`config.mk`:
```
export PLATFORM = sky130hd
export DESIGN_NAME = button_conditioner
export DESIGN_NICKNAME = d
export VERILOG_FILES = /design/src/rtl/button_conditioner.sv
export SDC_FILE = /design/constraint.sdc
export NUM_CORES = 1
export LEC_CHECK = 0
export CAP_MARGIN = 20
export CORE_ASPECT_RATIO = 1.75
export CORE_MARGIN = 2
export CORE_UTILIZATION = 58
export DETAILED_ROUTE_END_ITERATION = 6
export PLACE_DENSITY_LB_ADDON = 0.15
export REMOVE_ABC_BUFFERS = 1
export SLEW_MARGIN = 20
export SYNTH_ARGS = -nofsm -noshare
export SYNTH_HDL_FRONTEND = slang
export SYNTH_SLANG_ARGS = --single-unit
export TNS_END_PERCENT = 50
```
`constraint.sdc`:
```
create_clock -name clk -period 2.5 [get_ports clk]
set_clock_uncertainty 0.15 [all_clocks]
set_input_delay 0.5 -clock clk [delete_from_list [all_inputs] [get_ports clk]]
set_output_delay 0.5 -clock clk [all_outputs]
set_load 0.03 [all_outputs]
```
`src/rtl/button_conditioner.sv`:
```
// N-channel push-button conditioner: 2-flop synchroniser, tick-sampled debounce,
// press/release pulses and an optional hold-to-repeat fire stream per channel.
module button_conditioner #(
  parameter int unsigned N_CH          = 2,
  parameter int unsigned TICK_DIV      = 25000,
  parameter int unsigned STABLE_TICKS  = 4,
  parameter int unsigned REPEAT_DELAY  = 20,
  parameter int unsigned REPEAT_PERIOD = 8
) (
  input  logic            clk,
  input  logic            rst_n,
  input  logic [N_CH-1:0] btn_i,
  input  logic [N_CH-1:0] repeat_en_i,
  output logic [N_CH-1:0] level_o,
  output logic [N_CH-1:0] press_o,
  output logic [N_CH-1:0] release_o,
  output logic [N_CH-1:0] fire_o,
  output logic            tick_o
);

  localparam int unsigned PW   = (TICK_DIV > 1) ? $clog2(TICK_DIV) : 1;
  localparam int unsigned CW   = $clog2(STABLE_TICKS + 1);
  localparam int unsigned RMAX = (REPEAT_DELAY > REPEAT_PERIOD) ? REPEAT_DELAY : REPEAT_PERIOD;
  localparam int unsigned RW   = $clog2(RMAX + 1);

  typedef enum logic [1:0] {
    ST_IDLE   = 2'd0,
    ST_DELAY  = 2'd1,
    ST_REPEAT = 2'd2
  } rep_state_e;

  logic [N_CH-1:0] sync1_q;
  logic [N_CH-1:0] sync2_q;
  logic [PW-1:0]   pcnt_q, pcnt_d;
  logic            tick_q, tick_d;

  // Free-running prescaler; tick_q is high exactly while pcnt_q == TICK_DIV-1
  always_comb begin
    pcnt_d = pcnt_q + PW'(1);
    if (pcnt_q == PW'(TICK_DIV - 1)) begin
      pcnt_d = '0;
    end
    tick_d = (pcnt_d == PW'(TICK_DIV - 1));
  end

  always_ff @(posedge clk or negedge rst_n) begin
    if (!rst_n) begin
      sync1_q <= '0;
      sync2_q <= '0;
      pcnt_q  <= '0;
      tick_q  <= 1'b0;
    end else begin
      sync1_q <= btn_i;
      sync2_q <= sync1_q;
      pcnt_q  <= pcnt_d;
      tick_q  <= tick_d;
    end
  end

  assign tick_o = tick_q;

  for (genvar i = 0; i < N_CH; i++) begin : g_ch
    logic          level_q,   level_d;
    logic          press_q,   press_d;
    logic          release_q, release_d;
    logic          fire_q,    fire_d;
    logic [CW-1:0] cnt_q,     cnt_d;
    logic [RW-1:0] rcnt_q,    rcnt_d;
    rep_state_e    state_q,   state_d;
    logic          rep_c;
    logic [CW-1:0] cnt_inc_c;
    logic [RW-1:0] rcnt_inc_c;

    always_comb begin
      level_d    = level_q;
      cnt_d      = cnt_q;
      state_d    = state_q;
      rcnt_d     = rcnt_q;
      rep_c      = 1'b0;
      cnt_inc_c  = cnt_q + CW'(1);
      rcnt_inc_c = rcnt_q + RW'(1);

      // Debounce: level flips only after STABLE_TICKS consecutive mismatching ticks
      if (tick_q) begin
        if (sync2_q[i] != level_q) begin
          if (cnt_inc_c == CW'(STABLE_TICKS)) begin
            level_d = ~level_q;
            cnt_d   = '0;
          end else begin
            cnt_d = cnt_inc_c;
          end
        end else begin
          cnt_d = '0;
        end
      end

      press_d   = level_d & ~level_q;
      release_d = ~level_d & level_q;

      // Repeat FSM; release or disable silently returns to idle from any state
      if (!repeat_en_i[i] || release_d) begin
        state_d = ST_IDLE;
        rcnt_d  = '0;
      end else begin
        case (state_q)
          ST_IDLE: begin
            if (press_d) begin
              state_d = ST_DELAY;
              rcnt_d  = '0;
            end
          end
          ST_DELAY: begin
            if (tick_q) begin
              if (rcnt_inc_c == RW'(REPEAT_DELAY)) begin
                rep_c   = 1'b1;
                state_d = ST_REPEAT;
                rcnt_d  = '0;
              end else begin
                rcnt_d = rcnt_inc_c;
              end
            end
          end
          ST_REPEAT: begin
            if (tick_q) begin
              if (rcnt_inc_c == RW'(REPEAT_PERIOD)) begin
                rep_c  = 1'b1;
                rcnt_d = '0;
              end else begin
                rcnt_d = rcnt_inc_c;
              end
            end
          end
          default: begin
            state_d = ST_IDLE;
            rcnt_d  = '0;
          end
        endcase
      end

      fire_d = press_d | rep_c;
    end

    always_ff @(posedge clk or negedge rst_n) begin
      if (!rst_n) begin
        level_q   <= 1'b0;
        press_q   <= 1'b0;
        release_q <= 1'b0;
        fire_q    <= 1'b0;
        cnt_q     <= '0;
        rcnt_q    <= '0;
        state_q   <= ST_IDLE;
      end else begin
        level_q   <= level_d;
        press_q   <= press_d;
        release_q <= release_d;
        fire_q    <= fire_d;
        cnt_q     <= cnt_d;
        rcnt_q    <= rcnt_d;
        state_q   <= state_d;
      end
    end

    assign level_o[i]   = level_q;
    assign press_o[i]   = press_q;
    assign release_o[i] = release_q;
    assign fire_o[i]    = fire_q;
  end

endmodule

```
-- Yosys cells after proc, flatten, opt, wreduce, memory -nomap -nowiden
Cells that the tools add are included.
- bits in registers: 48
- input bits: 6
- output and inout bits: 9
- word-level logic and storage cells: 114
- add/sub/neg operators: 5
- eq/ne operators: 24
- mux-type cells: 47
- bitwise operators: 10
- reductions and logical operators: 10
- operator list (kind ; count):
    $mux W5 ; 12
    $eq A15 B15 Y1 const B ; 2
    $pmux W5 S3 ; 2
    $ne A3 B3 Y1 const B ; 8
    $mux W1 ; 16
    $mux W2 ; 8
    $add A15 B1 Y15 const B ; 1
    $mux W15 ; 1
    $mux W3 ; 4
    $pmux W2 S3 ; 2
    $add A5 B1 Y5 const B ; 2
    $eq A5 B4 Y1 const B ; 2
    $eq A5 B5 Y1 const B ; 2
    $reduce_and A4 Y1 ; 2
    $add A3 B1 Y3 const B ; 2
    $eq A3 B3 Y1 const B ; 2
    $reduce_and A3 Y1 ; 2
    $and A1 B1 Y1 ; 4
    $eq A2 B1 Y1 const B ; 2
    $eq A2 B2 Y1 const B ; 2
    $logic_not A2 Y1 ; 2
    $ne A2 B2 Y1 const B ; 2
    $not A1 Y1 ; 4
    $pmux W1 S2 ; 2
    4 further kinds ; 8

-- Longest topological paths before layout
- depth after elaboration: 10
- gate-level depth with buffers: 7
- gate-level depth less buffers: 7

-- Least setup slack after synthesis
OpenSTA, ideal clock, no wires.
- path kind: flip-flop to flip-flop
- start: register pcnt_q[0]
- end: register tick_q, in the netlist tick_o
- library setup time: 0.111 ns
- arrival time: 1.835 ns
- required time: 2.239 ns
- path slack: 0.403 ns
- cell stages (with the launch flop): 8
- buffers on the path: 1
- period minus slack after synthesis: 2.097 ns
- path through: dfrtp_1 ha_1 nand4_1 nor4_1 and4_1 buf_1 or4_1 a2111oi_2
- longest elaborated chain between the ends: 3
- elaborated cells on any way between the ends: 4
- classes of those cells: add/sub: 1; eq/ne: 2; mux: 1
- RTL lines (item ; line ; source):
    start, declared ; 34 ; logic [PW-1:0] pcnt_q, pcnt_d;
    start signal, assigned ; 55 ; pcnt_q <= pcnt_d;
    $add A15 B1 Y15 / $eq A15 B15 Y1 (equally long branches) ; 39, 40 ;
    $mux W15 (*) ; 40 ; if (pcnt_q == PW'(TICK_DIV - 1)) begin
    $eq A15 B15 Y1 (*) ; 43 ; tick_d = (pcnt_d == PW'(TICK_DIV - 1));
    net tick_d ; 35 ; logic tick_q, tick_d;
    end signal, assigned ; 56 ; tick_q <= tick_d;
    end, declared ; 35 ;
Mark *: on every way through the listed nets, which the timed path passes. The rest lies on a longest branch.
A chain may end at the register's enable or synchronous reset.

-- Worst setup path in the final report
- start: register tick_q, in the netlist tick_o
- end: output port tick_o
- RTL lines (item ; line ; source):
    end, declared ; 18 ; output logic tick_o
No word-level cell between the ends.

==> summary.md <==
| Metric | Value |
|---|---|
| Number of diodes | `0` |
| CTS HTree Levels | `2` |
| Max stage delay on crit path | `0.75 ns` |
| Clk Tree Root Cell | `clkbuf_8` |
| Row cnt | `32` |
| Global-route total usage across every layer | `22.7%` |
| Worst path cell trace | `clkdlybuf4s50_1` |
| Worst path slowest cell | `clkdlybuf4s50_1` |
| Number of synthesis warnings | `0` |
| Final worst slack | `0.180 ns` |
| Crit. End Element | `output pin` |
| Die Y | `94.4 um` |
| RSZ-0062 raised after global routing | `false` |
| Initial antenna violation count | `0` |
| CTS tree | `done` |
| Largest net degree at the start of global routing | `24` |
| Crit-path max FO | `12` |
| Post-synth top cells | `dfrtp_1, nor2_1, nand2_1` |
| Fin nets | `313` |
| Final Slew Violations | `0` |
| Detailed Route Iter0 Violations | `64` |
| Total CTS buffers | `5` |
| Setup slack at placement | `0.400 ns` |
| Via count | `2027` |
| Max Cap Viol | `0` |
| Area contributors post-synth | `dfrtp_1, ha_1, nor2_1, nand2_1, inv_1` |
| Number of global-route vias before repair | `2137` |
| Global route overflow | `0` |
| Setup TNS | `0 ns` |
| Vias per inst | `5.93` |
| Layout cell share with drive strength beyond 1 | `8.59%` |
| Post-synth top area cell | `dfrtp_1` |
| Drt pass-1 iters | `4` |
| Critical path class | `flip-flop to output pin` |
| Worst hold path type | `flip-flop to flip-flop` |
| Result of the run | `finished, final reports clean` |
| Number of I/O port buffers | `14` |
| #FFs+latches synth | `48` |
| PD cells | `493 mW/mm^2` |
| CP arrival | `1.67 ns` |
| I/O pins | `15` |
| Gpl congestion | `0.913` |
| First-pass GRT wire length | `9.34 mm` |
| Async set or reset register ratio after synthesis | `100%` |
| Endpoints failing hold | `0` |
| Largest delay share family, worst path | `buffers and inverters` |
| Area Overhead vs Synth | `10.6%` |
| Post-route ant nets | `0` |
| Final Util | `67.5%` |
| DRC Markers | `0` |
| Die ar. | `0.00526 mm^2` |
| Number of enable flip-flop cells after synthesis | `0` |
| Worst-margin pin slew | `0.580 ns` |
| Cells after Synth | `277` |
| CP Launch Type | `flip-flop` |
| Achievable Freq | `431 MHz` |
| Clock slew at reported path FFs | `0.09 ns` |
| Hold_ws | `0.209 ns` |
| Most common cell in the netlist | `dfrtp_1` |
| Clk Latency, worst-skew pair | `0.30 ns` |
| Detailed placer's ending HPWL | `3.90 mm` |
| Reg2Reg Setup Slack | `0.34 ns` |
| Part of the Yosys area used for sequential elements | `44.3%` |
| Initial Utilization | `61.0%` |
| Total Wirelength | `5.28 mm` |
| Critical path required time | `1.85 ns` |
| Final period util | `92.8%` |
| Top FF cell, synth | `dfrtp_1` |
| Final Critical Period | `2.32 ns` |
| Die X | `55.7 um` |
| Area of the core | `0.00444 mm^2` |
| Synthesized area per cell | `9.78 um^2` |
| Maximum root-to-sink buffer count | `2` |
| Final count of negative-setup-slack endpoints | `0` |
| Synthesized cell area | `0.00271 mm^2` |
| Top-area cell type share of the netlist area | `44.3%` |
| Leak pwr | `0.00136 uW` |
| VDD IR max | `0.473 mV` |
| Headroom to the max-slew limit | `61.0%` |
| Post-DR wirelength/cell | `15.4 um` |
| Worst Path Buf+Inv | `1` |
| Clk sinks | `48` |
| Count of different cell masters after synthesis | `49` |
| Setup repair bufs after CTS | `0` |
## cell families (layout without fill, tap and decap cells)
group | Yosys count | after routing | share of synthesized area [%]
flip-flops | 48 | 48 | 44.3
multiplexers | 10 | 10 | 3.83
XOR/XNOR | 14 | 14 | 4.52
adder cells (fa/ha/maj) | 17 | 17 | 7.85
AND/OR/NAND/NOR | 109 | 109 | 22.7
AO/OA/AOI/OAI | 44 | 44 | 10.8
buffers and inverters | 35 | 49 | 6.00
## through the flow
step	cell area [um^2]	instances	total power [uW]
3_3_place_gp	2870	333	904
4_1_cts	3000	342	1500
5_1_grt	3000	342	1540
3_5_place_dp	2870	333	904
6_report	3000	342	1480
2_1_floorplan	2620	262	858
## state kept, by name, indices dropped and copies added, names as in the netlist, 4 cells and up
| signal | cells |
|---|---|
| g_ch.rcnt_q | 10 |
| g_ch.state_q | 4 |
| g_ch.cnt_q | 6 |
| pcnt_q | 15 |
## layout make-up
class / count / area (um^2)
Clock buffer: 6 / 82.6
Clock inverter: 2 / 38.8
Fill cell: 370 / 1450
Inverter: 20 / 75.1
Multi-Input combinational cell: 194 / 1350
Sequential cell: 48 / 1200
Tap cell: 51 / 63.8
Timing Repair Buffer: 21 / 190
## report_power, final
| group | internal (uW) | total, uW | switching, uW |
|---|---|---|---|
| combinational | 41.0 | 102 | 60.6 |
| clock | 327 | 590 | 262 |
| sequential | 783 | 788 | 5.13 |
## cells in the final DEF (no fill, tap or decap), drive strengths merged, types with 2 or more instances in the layout
cell type / Yosys / routed
nor4: 5 / 5
nand3b: 2 / 2
xnor2: 6 / 6
nor2b: 5 / 5
and4: 2 / 2
or2: 2 / 2
o221ai: 3 / 3
xor2: 8 / 8
clkbuf: 6 / 6
o22ai: 2 / 2
or3: 2 / 2
nand2: 24 / 24
o21ai: 12 / 12
and2: 2 / 2
or4: 2 / 2
mux2: 3 / 3
a31oi: 2 / 2
nand3: 14 / 14
nand4b: 4 / 4
dfrtp: 48 / 48
o2bb2ai: 3 / 3
buf: 9 / 7
nor2: 25 / 25
ha: 17 / 17
nor3: 4 / 4
nand2b: 4 / 4
clkdlybuf4s50: 0 / 13
nand4bb: 2 / 2
a21oi: 11 / 11
mux2i: 7 / 7
nand4: 4 / 4
inv: 20 / 20
nor4b: 2 / 2
nor3b: 3 / 3
a41o: 2 / 2
o211ai: 2 / 2
## final timing paths
kind                                      startpoint                             end  cells after the start
worst max-delay path                tick_o$_DFF_PN0_                          tick_o                      1
min in group asynchronous                      rst_n  g_ch[0].state_q[1]$_DFFE_PN0P_                      2
max in group asynchronous                      rst_n  g_ch[1].state_q[1]$_DFFE_PN0P_                      3
worst max register to register   pcnt_q[0]$_DFF_PN0_                tick_o$_DFF_PN0_                      6
worst min-delay path            sync1_q[1]$_DFF_PN0_            sync2_q[1]$_DFF_PN0_                      0
worst min register to register  sync1_q[1]$_DFF_PN0_            sync2_q[1]$_DFF_PN0_                      0
## routing by layer
layer	GRT usage (%)	part of all wire (%)
met5	0	0
met4	12.8	3.4
met3	4.52	3.2
met2	42.6	55
met1	22.9	39
## what timing repair did
item                                    CTS  global route
gates resized for setup                   0             0
hold buffers                              1             0
endpoints found under the setup margin    0             0
hold endpoints to repair                  1             0
Note: power is estimated with default switching activity, not from simulation.
